### src/rtl/sipo_word_deserializer.sv
// Serial-in/parallel-out word deserializer with a one-entry output holding
// register, frame resynchronisation and sticky overflow detection.
module sipo_word_deserializer #(
  parameter int WIDTH     = 4,
  parameter bit MSB_FIRST = 1'b1
) (
  input  logic             Clk,
  input  logic             Rst,
  input  logic             Ser_In,
  input  logic             Ser_Valid,
  input  logic             Frame_Start,
  output logic [WIDTH-1:0] Word_Out,
  output logic             Word_Valid,
  input  logic             Word_Ready,
  output logic             Overflow,
  input  logic             Clr_Ovf,
  output logic             o_dbg_state
);

  localparam int CW = $clog2(WIDTH);
  localparam logic [CW-1:0] LAST_CNT = CW'(WIDTH - 1);

  typedef enum logic {
    ST_EMPTY = 1'b0,
    ST_FULL  = 1'b1
  } state_t;

  state_t           r_state;
  state_t           w_next_state;
  logic [CW-1:0]    r_cnt;
  logic [WIDTH-1:0] r_shreg;
  logic [WIDTH-1:0] r_word;
  logic             r_ovf;

  logic [WIDTH-1:0] w_shift_word;
  logic [WIDTH-1:0] w_fs_word;
  logic             w_complete;
  logic             w_load;
  logic             w_ovf_set;

  // w_shift_word is the register contents after taking Ser_In; on the last
  // bit of a word it is also the completed word loaded into Word_Out.
  assign w_shift_word = MSB_FIRST ? {r_shreg[WIDTH-2:0], Ser_In}
                                  : {Ser_In, r_shreg[WIDTH-1:1]};
  assign w_fs_word    = MSB_FIRST ? {{(WIDTH-1){1'b0}}, Ser_In}
                                  : {Ser_In, {(WIDTH-1){1'b0}}};
  assign w_complete   = Ser_Valid & ~Frame_Start & (r_cnt == LAST_CNT);

  // Serial side: every valid bit is accepted, Frame_Start restarts the word.
  always_ff @(posedge Clk or posedge Rst) begin
    if (Rst) begin
      r_cnt   <= '0;
      r_shreg <= '0;
    end else if (Frame_Start) begin
      r_shreg <= Ser_Valid ? w_fs_word : '0;
      r_cnt   <= Ser_Valid ? CW'(1) : '0;
    end else if (Ser_Valid) begin
      r_shreg <= w_shift_word;
      r_cnt   <= (r_cnt == LAST_CNT) ? '0 : r_cnt + CW'(1);
    end
  end

  always_ff @(posedge Clk or posedge Rst) begin
    if (Rst) begin
      r_state <= ST_EMPTY;
    end else begin
      r_state <= w_next_state;
    end
  end

  // Output handshake: a word transfers on a posedge where Word_Valid and
  // Word_Ready are both high; Word_Out is frozen while valid and not ready,
  // and a word completing into a full, stalled register is dropped.
  always_comb begin
    w_next_state = r_state;
    w_load       = 1'b0;
    w_ovf_set    = 1'b0;
    case (r_state)
      ST_EMPTY: begin
        if (w_complete) begin
          w_load       = 1'b1;
          w_next_state = ST_FULL;
        end
      end
      ST_FULL: begin
        if (w_complete) begin
          if (Word_Ready) begin
            w_load = 1'b1;
          end else begin
            w_ovf_set = 1'b1;
          end
        end else if (Word_Ready) begin
          w_next_state = ST_EMPTY;
        end
      end
      default: w_next_state = ST_EMPTY;
    endcase
  end

  always_ff @(posedge Clk or posedge Rst) begin
    if (Rst) begin
      r_word <= '0;
      r_ovf  <= 1'b0;
    end else begin
      if (w_load) begin
        r_word <= w_shift_word;
      end
      // A drop in the same cycle as a clear keeps the flag set.
      if (w_ovf_set) begin
        r_ovf <= 1'b1;
      end else if (Clr_Ovf) begin
        r_ovf <= 1'b0;
      end
    end
  end

  assign Word_Out    = r_word;
  assign Word_Valid  = (r_state == ST_FULL);
  assign Overflow    = r_ovf;
  assign o_dbg_state = r_state;

endmodule

### config.mk
export PLATFORM = sky130hd
export DESIGN_NAME = sipo_word_deserializer
export DESIGN_NICKNAME = d
export VERILOG_FILES = /design/src/rtl/sipo_word_deserializer.sv
export SDC_FILE = /design/constraint.sdc
export NUM_CORES = 1
export LEC_CHECK = 0
export CORE_AREA = 5 5 42 44
export CTS_CLUSTER_SIZE = 20
export DETAILED_ROUTE_END_ITERATION = 8
export DIE_AREA = 0 0 47 49
export GPL_ROUTABILITY_DRIVEN = 0
export PLACE_DENSITY_LB_ADDON = 0.1
export SLEW_MARGIN = 40
export SYNTH_ARGS = -nofsm -noshare
export SYNTH_HDL_FRONTEND = slang
export SYNTH_SLANG_ARGS = --single-unit
### constraint.sdc
create_clock -name Clk -period 4 [get_ports Clk]
set_input_delay 1 -clock Clk [delete_from_list [all_inputs] [get_ports Clk]]
set_output_delay 1 -clock Clk [all_outputs]
set_load 0.05 [all_outputs]
==> Yosys cells after proc, flatten, opt, wreduce, memory -nomap -nowiden <==
Index checks and enable logic that the tools add are counted.
{ "op_classes": {"reduce_logical": 2, "n_bitwise": 4, "addsub": 1, "n_mux": 18, "n_eq_ne": 1} }
{ "op_table": {"columns": ["operator", "count"], "rows": [
  ["1-bit 2-to-1 mux", 11],
  ["2-bit 2-to-1 mux", 3],
  ["3-bit 2-to-1 mux", 2],
  ["1-bit one-hot mux with 2 select lines", 2],
  ["2-bit nonzero test", 2],
  ["2-bit by 1-bit adder with 2-bit output, second input constant", 1],
  ["1-bit bitwise AND", 2],
  ["2-bit == test, second input constant", 1],
  ["1-bit NOT", 2]
]} }
{ "totals": {"ff_bits": 11, "inputBits": 7, "word_cells": 31, "out_inout_bits": 7} }

==> Depth between registers and ports, before layout <==
{ "depth": {"word_depth": 6, "depth_mapped": 4, "ltp_nobuf": 4} }

==> Worst setup path before layout <==
Ideal clock, no wire load.
{ "synth_timing": {"kind": "reg2out", "startpoint": "register r_state, in the netlist Word_Valid", "endpoint": "output o_dbg_state", "stages_incl_launch_ff": 2, "t_required_ns": 3.000, "arrival_time_ns": 0.904, "setup_slack_ns": 2.096, "n_path_buf": 1, "cell_sequence": "dfrtp_1 buf_4"} }
{ "synth_lines": {"columns": ["item", "line_no", "rtl"], "rows": [
  ["start: declaration", "28", "state_t r_state;"],
  ["start signal: assignment", "67", "r_state <= w_next_state;"],
  ["end: declaration", "17", "output logic o_dbg_state"]
]} }
No word-level cell between the ends.

==> Worst setup path after layout <==
{ "layout_timing": {"startpoint": "register r_state, in the netlist Word_Valid", "endpoint": "output o_dbg_state"} }
No word-level cell between the ends.

==> flow_metrics.tcl <==
set metrics [dict create \
    critical_path.startpoint "Word_Valid" \
    post_synth_net_total 47 \
    max_cap_viols 0 \
    synthDominantCellAreaShare_pct 55.00 \
    placedInstanceArea_sq_um 631.9 \
    post-cts-setup-buffers 0 \
    drt-wirelength-per-cell_um 11.29 \
    max_freq_mhz 411.3 \
    power.static_leakage_nw 0.3288 \
    post_cts_resized 0 \
    timing.final.crit_period_ns 2.431 \
    grt_start_max_net_pins 12 \
    cp_slowest_cell "sky130_fd_sc_hd__clkdlybuf4s50_1" \
    cts_num_sinks 11 \
    place.port_buffers 13 \
    synth-seq-area-share_pct 55.00 \
    report.final.hold_viol_count 0 \
    cts-htree-levels 1 \
    async_reset_ff_share_pct 100.0 \
    endpoint_kind "output pin" \
    drt-vias-per-instance 4.629 \
    global_route_wire_length_before_repair_um 1324 \
    worstSetupPathType "flop to output pin" \
    final_util_pct 46.96 \
    drt_iter0_markers 2 \
    list_of_cells_traversed_by_the_critical_path "clkdlybuf4s50_1" \
    gr-total-overflow 0 \
    grt_use_total_pct 8.054 \
    slew_viol_final 0 \
    timing.setup.tns_ns 0 \
    irDropWorstVdd_mv 0.1912 \
    clock_latency_ns 0.26 \
    clkSlewWorstSetupHoldPaths_ns 0.06 \
    finalWirelength_um 790 \
    min_from "r_cnt[0]" \
    syn_inst 39 \
    nets 63 \
    synth_enable_flop_cells 0 \
    buffer_depth_of_the_longest_clock_path 2 \
    mappedNetlistArea_sq_um 500.5 \
    x_dimension_of_the_die_um 47 \
    floorplan.core_area_sq_um 1401 \
    timing.critical_path.depth 1 \
    cellPowerDensity_nw_per_um2 427.5 \
    ys.warnings.count 0 \
    antenna_cells_inserted 0 \
    root_buffer "sky130_fd_sc_hd__clkbuf_4" \
    finalNonFillerCells 70 \
    maxSlewHeadroom_pct 66.71 \
    tritoncts_clock_tree "yes" \
    hold_path_depth 2 \
    worst-path-buf-inv 1 \
    critical_path_required_ns 3.00 \
    setup.worst_path.start_class "flop" \
    synth.top_cells.by_area "sky130_fd_sc_hd__dfrtp_1 (55%), sky130_fd_sc_hd__mux2_4 (12%), sky130_fd_sc_hd__mux2i_1 (6.0%)" \
    crit-reg2reg-launch "r_cnt[0]" \
    synth.ff_latch_count 11 \
    design_power_total_uw 281.3 \
    setup_viol 0 \
    data_arrival_time_of_the_worst_path_ns 1.43 \
    via_count_of_the_routed_design 324 \
    clock-skew-final_ns 0.0009704 \
    floorplan.die_area_sq_um 2303 \
    crit_path_max_fanout 3 \
    hpwl_detailed_um 661.6 \
    synth.lib_cells_used.distinct 14 \
    max_stage_delay_ns 0.81 \
    pin_count 14 \
    start_util_pct 35.71 \
    post-synth-top-area-cell "sky130_fd_sc_hd__dfrtp_1" \
    antenna_found_initial 0 \
    row_count 14 \
    drt.antenna.violating_nets 0 \
    holdBufCountCts 0 \
    first_global_vias 326 \
    rsz0062_at_grt "no" \
    worst_pin_slew_ns 0.4977 \
    drtPass1Iterations 3 \
    worstHoldPathType "flop to flop" \
    cpLargestDelayFamily "buffers and inverters" \
    synthesis.area_per_instance_sq_um 12.83 \
    r2r.worst_path.cells 4 \
    die_h_um 49 \
    cts_inserted_buffers 3 \
    status "completed" \
    placed_cells_incl_taps 66 \
    share_of_final_layout_standard_cells_stronger_than_drive_strength_1_pct 16.67 \
    drc 0 \
    fill_cells 147 \
    synthFlopType "sky130_fd_sc_hd__dfrtp_1" \
    area.growth.synth_to_final_pct 31.50 \
    timing.final.crit_share_pct 60.79 \
    postLayoutCellArea_sq_um 658.1 \
]
## cell usage after synthesis, drive strengths merged, types with 2 or more instances
master and number:
nor2 5, dfrtp 11, inv 2, mux2i 3, buf 2, mux2 4, nand2b 2, o21ai 2
nand2 4
## sequential cells by signal, indices dropped and copies added (netlist names)
name        flops
Overflow        1
Word_Out        4
Word_Valid      1
r_cnt           2
r_shreg         3
## cell type report
cell class                      count  area, sq um  area share (%)
Clock buffer                        4        26.28           3.992
Tap cell                           16        20.02           3.042
Sequential cell                    11        275.3           41.83
Inverter                            2        7.507           1.141
Multi-Input combinational cell     24        198.9           30.23
Timing Repair Buffer               13        130.1           19.77
## per-layer routing
layer | wire length [um] | vias up | track usage, %
met5 | 0 | - | 0
met4 | 0 | 0 | 5.530
met3 | 69 | 0 | 2.214
met2 | 385 | 11 | 11.09
met1 | 335 | 155 | 10.50
li1 | - | 158 | -
## final timing paths
path                          endpoint  slack [ns]
setup / recovery           o_dbg_state        1.57
hold / removal                r_cnt[0]        0.51
setup reg to reg           Word_Out[2]        2.66
hold reg to reg               r_cnt[0]        0.51
max in group asynchronous     r_cnt[0]        2.69
min in group asynchronous  Word_Out[2]        1.02
## logic make-up (layout without fill, tap and decap cells)
logic type | after synthesis | count (layout) | synth area share (%)
AND/OR/NAND/NOR | 13 | 13 | 16.00
flip-flops | 11 | 11 | 55.00
buffers and inverters | 4 | 19 | 5.251
adder cells (fa/ha/maj) | 1 | 1 | 2.500
AO/OA/AOI/OAI | 3 | 3 | 3.251
multiplexers | 7 | 7 | 18.00
## layout by cell type (no fill, tap or decap), drive strengths merged
cell type / count
nand3b: 1
nor2: 5
mux2i: 3
clkdlybuf4s50: 13
dfrtp: 11
nand2b: 2
nand2: 4
inv: 2
clkbuf: 4
nor2b: 1
mux2: 4
o21ai: 2
ha: 1
o22ai: 1
## metrics by stage
stage / hold slack [ns] / setup WS, ns
after floorplan: 0.4726 / 2.096
after global placement: 0.4888 / 1.553
after detailed placement: 0.4937 / 1.500
after global routing: 0.5292 / 1.510
after CTS: 0.5153 / 1.546
final: 0.5093 / 1.569
## where the power goes
part	internal [mW]	switching [mW]
Sequential	0.123	0.00697
Clock	0.0385	0.0339
Combinational	0.0343	0.0447
Total	0.196	0.0856
Power figures use the tool's default switching activity.
==> patch 1 (config.mk and constraints unchanged) <==
Reset style: synchronous (`Rst`), changed in 3 clocked blocks.
--- a/src/rtl/sipo_word_deserializer.sv
+++ b/src/rtl/sipo_word_deserializer.sv
@@ -47,7 +47,7 @@
   assign w_complete   = Ser_Valid & ~Frame_Start & (r_cnt == LAST_CNT);
 
   // Serial side: every valid bit is accepted, Frame_Start restarts the word.
-  always_ff @(posedge Clk or posedge Rst) begin
+  always_ff @(posedge Clk) begin
     if (Rst) begin
       r_cnt   <= '0;
       r_shreg <= '0;
@@ -60,7 +60,7 @@
     end
   end
 
-  always_ff @(posedge Clk or posedge Rst) begin
+  always_ff @(posedge Clk) begin
     if (Rst) begin
       r_state <= ST_EMPTY;
     end else begin
@@ -97,7 +97,7 @@
     endcase
   end
 
-  always_ff @(posedge Clk or posedge Rst) begin
+  always_ff @(posedge Clk) begin
     if (Rst) begin
       r_word <= '0;
       r_ovf  <= 1'b0;
Function: differs if Rst is asserted again (counterexample within 10 cycles, from zero or initial values and one cycle with Rst high); with Rst held inactive, the same outputs for 10 cycles.
==> patch 1 against the original RTL <==
Wire length rose by 2.0%; register-to-register slack improved by 0.10 ns; highest routed layer is now met4; synthesized cell count rose by 26%; cell count rose by 11%; area after synthesis fell by 1.0%; worst setup slack improved by 0.028 ns; sequential cell count did not move; via count rose by 8.3%; first-iteration DRC count rose by 100%; final area fell by 3.0%; hold slack got worse by 0.033 ns.
Power is not compared: it rests on default switching activity, and its combinational part moved more than twofold at a synthesized area within 25%.
==> patch 1: results (changes against the original RTL) <==
Max-cap violations - 0 (unchanged)
relative slew slack - 67.01% (was 66.71%)
via/cell ratio - 4.500 (was 4.629)
htree depth - 1 (unchanged)
gr usage total - 7.845% (was 8.054%)
status - finished, final reports clean (unchanged)
CP endpoint - Word_Valid (was o_dbg_state)
CP arrival - 1.40 ns (was 1.43 ns)
Reg-to-Reg Start - r_cnt[0] (unchanged)
pin count of the biggest net entering global routing - 16 (was 12)
first-pass GRT wire length - 1.331 mm (was 1.324 mm)
vias in the first global route - 319 (was 326)
reg-to-reg endpoint - Word_Out[0] (was Word_Out[2])
initial antenna violation count - 0 (unchanged)
Commonest cells post-synth - dfxtp_1, nand2b_1, mux2i_1 (was dfrtp_1, nor2_1, mux2_4, nand2_1, mux2i_1)
Synth Net Count - 57 (was 47)
detailed placer's ending HPWL - 628.3 um (was 661.6 um)
Avg WL per Cell - 10.33 um (was 11.29 um)
cell family with the largest share of critical-path delay - buffers and inverters (unchanged)
share of cells above drive strength 1 - 8.065% (was 16.67%)
asr flop ratio synth - 0% (was 100.0%)
Final Hold Vio Count - 0 (unchanged)
max FFs per register - 4 (unchanged)
commonest register cell after synthesis - dfxtp_1 (was dfrtp_1)
synth unique cells - 18 (was 14)
Setup Skew - 0.001926 ns (was 0.0009704 ns)
ranking of synthesized cells by area - dfxtp_1, mux2i_1, nand2b_1 (was dfrtp_1, mux2_4, mux2i_1)
Root Buffer - clkbuf_4 (unchanged)
R2R setup slack - 2.76 ns (was 2.66 ns)
Pre-Repair DR Iteration Count - 4 (was 3)
leakage - 0.0002393 uW
DRT iter0 DRCs - 4 (was 2)
Critical Path Start - Word_Valid (unchanged)
Seq/Total Area, Yosys - 44.44% (was 55.00%)
dpl cell area - 611.8 sq um (was 631.9 sq um)
crit path max fanout - 3 (unchanged)
fin nets - 71 (was 63)
[patch 1: cell types whose count changed after synthesis, sizes merged, moves of 4 or more]
cell / delta
dfrtp: -11
dfxtp: +11
mux2: -4
mux2i: +4
nand2b: +7
[patch 1: logic make-up after synthesis]
logic type / Yosys count / synth area share [%]
AO/OA/AOI/OAI: 5 / 5.302
adder cells (fa/ha/maj): 1 / 2.525
buffers and inverters: 5 / 7.575
flip-flops: 11 / 44.44
multiplexers: 7 / 14.14
AND/OR/NAND/NOR: 20 / 26.01
[patch 1: per-stage QoR]
step,std cells,worst slack [ns]
after floorplan,49,2.086
after global placement,74,1.607
after detailed placement,74,1.583
after CTS,78,1.575
after global routing,78,1.545
final,78,1.597
[patch 1: how the worst min path moves through the flow]
stage / startpoint / to / slack (ns) / cells after the start
3_3_place_gp: r_cnt[0] / r_cnt[0] / 0.47 / 2
4_1_cts: Word_Out[1] / Word_Out[1] / 0.48 / 2
6_report: Word_Out[1] / Word_Out[1] / 0.48 / 2
2_1_floorplan: r_shreg[2] / Word_Out[3] / 0.45 / 2
5_1_grt: r_cnt[0] / r_cnt[0] / 0.51 / 2
3_5_place_dp: Word_Out[1] / Word_Out[1] / 0.46 / 2
[patch 1: metal layers]
layer  up-vias  wire (um)  global-route usage, %
met3         2         70                  2.214
li1        190          -                      -
met2        10        348                  9.502
met5         -          0                      0
met1       149        382                  11.33
met4         0          5                  5.530
[patch 1: layout make-up]
| type | count | area [sq um] |
|---|---|---|
| clock buffer | 4 | 26.28 |
| tap | 16 | 20.02 |
| multi-input combinational | 33 | 237.7 |
| fill | 138 | 763.2 |
| sequential | 11 | 220.2 |
| timing repair buffer | 13 | 130.1 |
| inverter | 1 | 3.754 |
[patch 1: power groups by stage]
stage	combinational, uW	sequential (uW)	clock [uW]
floorplan	9.61	115	0
global placement	17.0	115	0
detailed placement	17.0	115	0
CTS	17.0	112	75.6
global route	18.3	112	79.3
finish	16.7	112	71.5
[patch 1: worst min-delay path: cells and delay by family, from the launching register on]
kind | cells | cell delay (ns)
flops | 1 | 0.31
mux | 1 | 0.06
simple gates | 1 | 0.06
==> patch 2 (config.mk and constraints unchanged) <==
Without the edit above. `WIDTH`: 4 -> 8.
--- a/src/rtl/sipo_word_deserializer.sv
+++ b/src/rtl/sipo_word_deserializer.sv
@@ -1,7 +1,7 @@
 // Serial-in/parallel-out word deserializer with a one-entry output holding
 // register, frame resynchronisation and sticky overflow detection.
 module sipo_word_deserializer #(
-  parameter int WIDTH     = 4,
+  parameter int WIDTH     = 8,
   parameter bit MSB_FIRST = 1'b1
 ) (
   input  logic             Clk,
Ports: changed (resized Word_Out); port bits go from 14 to 18. No check against the original RTL was run, so the function may have changed too.
==> patch 2 against the original RTL <==
Wire length up 85%; count of clock-buffer cells in the layout unchanged; combinational power down 64%; sequential share of layout area up 5.5 points; clock skew up 0.0038 ns; total power up 26%; area after synthesis up 71%; sequential cell count up 9; register-to-register slack worse by 0.46 ns; final area up 61%; critical path type is now input port to flop; worst setup slack worse by 0.27 ns; sequential power up 62%.
==> patch 2: results (changes against the original RTL) <==
gr usage total - 15.92% (was 8.054%)
Fillers - 97 (was 147)
Finished Cell Area - 0.001057 sq mm (was 658.1 sq um)
Layout Cells excl Fill - 98 (was 70)
crit path max fanout - 13 (was 3)
fin nets - 92 (was 63)
clock slew at reported path FFs - 0.11 ns (was 0.06 ns)
first-pass GRT wire length - 2.539 mm (was 1.324 mm)
via count - 514 (was 324)
port bufs - 17 (was 13)
leakage - 0.0005173 uW (was 0.0003288 uW)
Synth Net Count - 74 (was 47)
Worst-Skew Late Latency - 0.30 ns (was 0.26 ns)
pin count of the biggest net entering global routing - 21 (was 12)
Root Buffer - clkbuf_4 (unchanged)
Syn Area/Cell - 13.20 sq um (was 12.83 sq um)
Avg WL per Cell - 14.95 um (was 11.29 um)
CP arrival - 2.90 ns (was 1.43 ns)
Seq/Total Area, Yosys - 58.31% (was 55.00%)
Commonest cells post-synth - dfrtp_1, nor2_1, mux2_4, mux2i_1, nand2_1 (was dfrtp_1, nor2_1, mux2_4, nand2_1, mux2i_1)
placed insts - 94 (was 66)
Pre-Repair DR Iteration Count - 2 (was 3)
pre-CTS WS - 0.9662 ns (was 1.500 ns)
Setup Skew - 0.004728 ns (was 0.0009704 ns)
Peak VDD IR - 0.2317 mV (was 0.1912 mV)
status - finished, final reports clean (unchanged)
DRT iter0 DRCs - 3 (was 2)
vias in the first global route - 515 (was 326)
actual slew at the worst max-slew pin - 0.6680 ns (was 0.4977 ns)
share of cells above drive strength 1 - 15.85% (was 16.67%)
ranking of synthesized cells by area - dfrtp_1, mux2_4, mux2i_1 (unchanged)
max FFs per register - 8 (was 4)
dpl cell area - 0.001021 sq mm (was 631.9 sq um)
synth unique cells - 16 (was 14)
[patch 2: changes by cell type after synthesis, sizes merged]
cell	unedited run	this run
dfrtp	11	20
mux2i	3	8
nor2	5	10
mux2	4	8
buf	2	3
clkbuf	0	1
ha	1	2
[patch 2: layout make-up]
cell class	count	area share, %
inverters	2	0.7101
flip-flops and latches	20	47.34
multi-input cells	39	30.53
well taps	16	1.893
repair buffers	17	16.09
clock buffers	4	3.432
[patch 2: worst paths after layout]
check,from,to,slack [ns],cells after the start
min reg2reg,Word_Out[3],Word_Out[3],0.52,1
max in group asynchronous,Rst,r_shreg[1],2.66,2
min,Word_Out[3],Word_Out[3],0.52,1
min in group asynchronous,Rst,Word_Out[7],1.01,2
max,Ser_Valid,Word_Out[4],1.30,4
max reg2reg,r_cnt[0],Word_Out[4],2.20,5
[patch 2: cells by family (layout without fill, tap and decap cells)]
family	count (synthesis)	in the layout	share of synthesized area, %
AOI/OAI and AO/OA	3	3	1.896
muxes	16	16	23.32
and+or+nand+nor	18	18	9.475
adders and majority gates	2	2	2.915
buffers and inverters	6	23	4.081
DFF	20	20	58.31
[patch 2: power breakdown]
part | internal (uW) | switching [uW]
Combinational | 13.3 | 15.2
Clock | 55.5 | 60.0
Sequential | 207 | 3.59
[patch 2: routing by layer]
metal,up-vias,global-route usage (%),share of wire (%)
met5,-,0,0
met4,0,9.677,2.9
met3,4,2.952,6.5
met1,247,22.54,47
met2,14,21.95,44
li1,249,-,-
[patch 2: critical path: stages]
cell and delay (ns):
clkdlybuf4s50_1 0.83, nand3b_1 0.22, nor2b_2 0.49, mux2_4 0.35
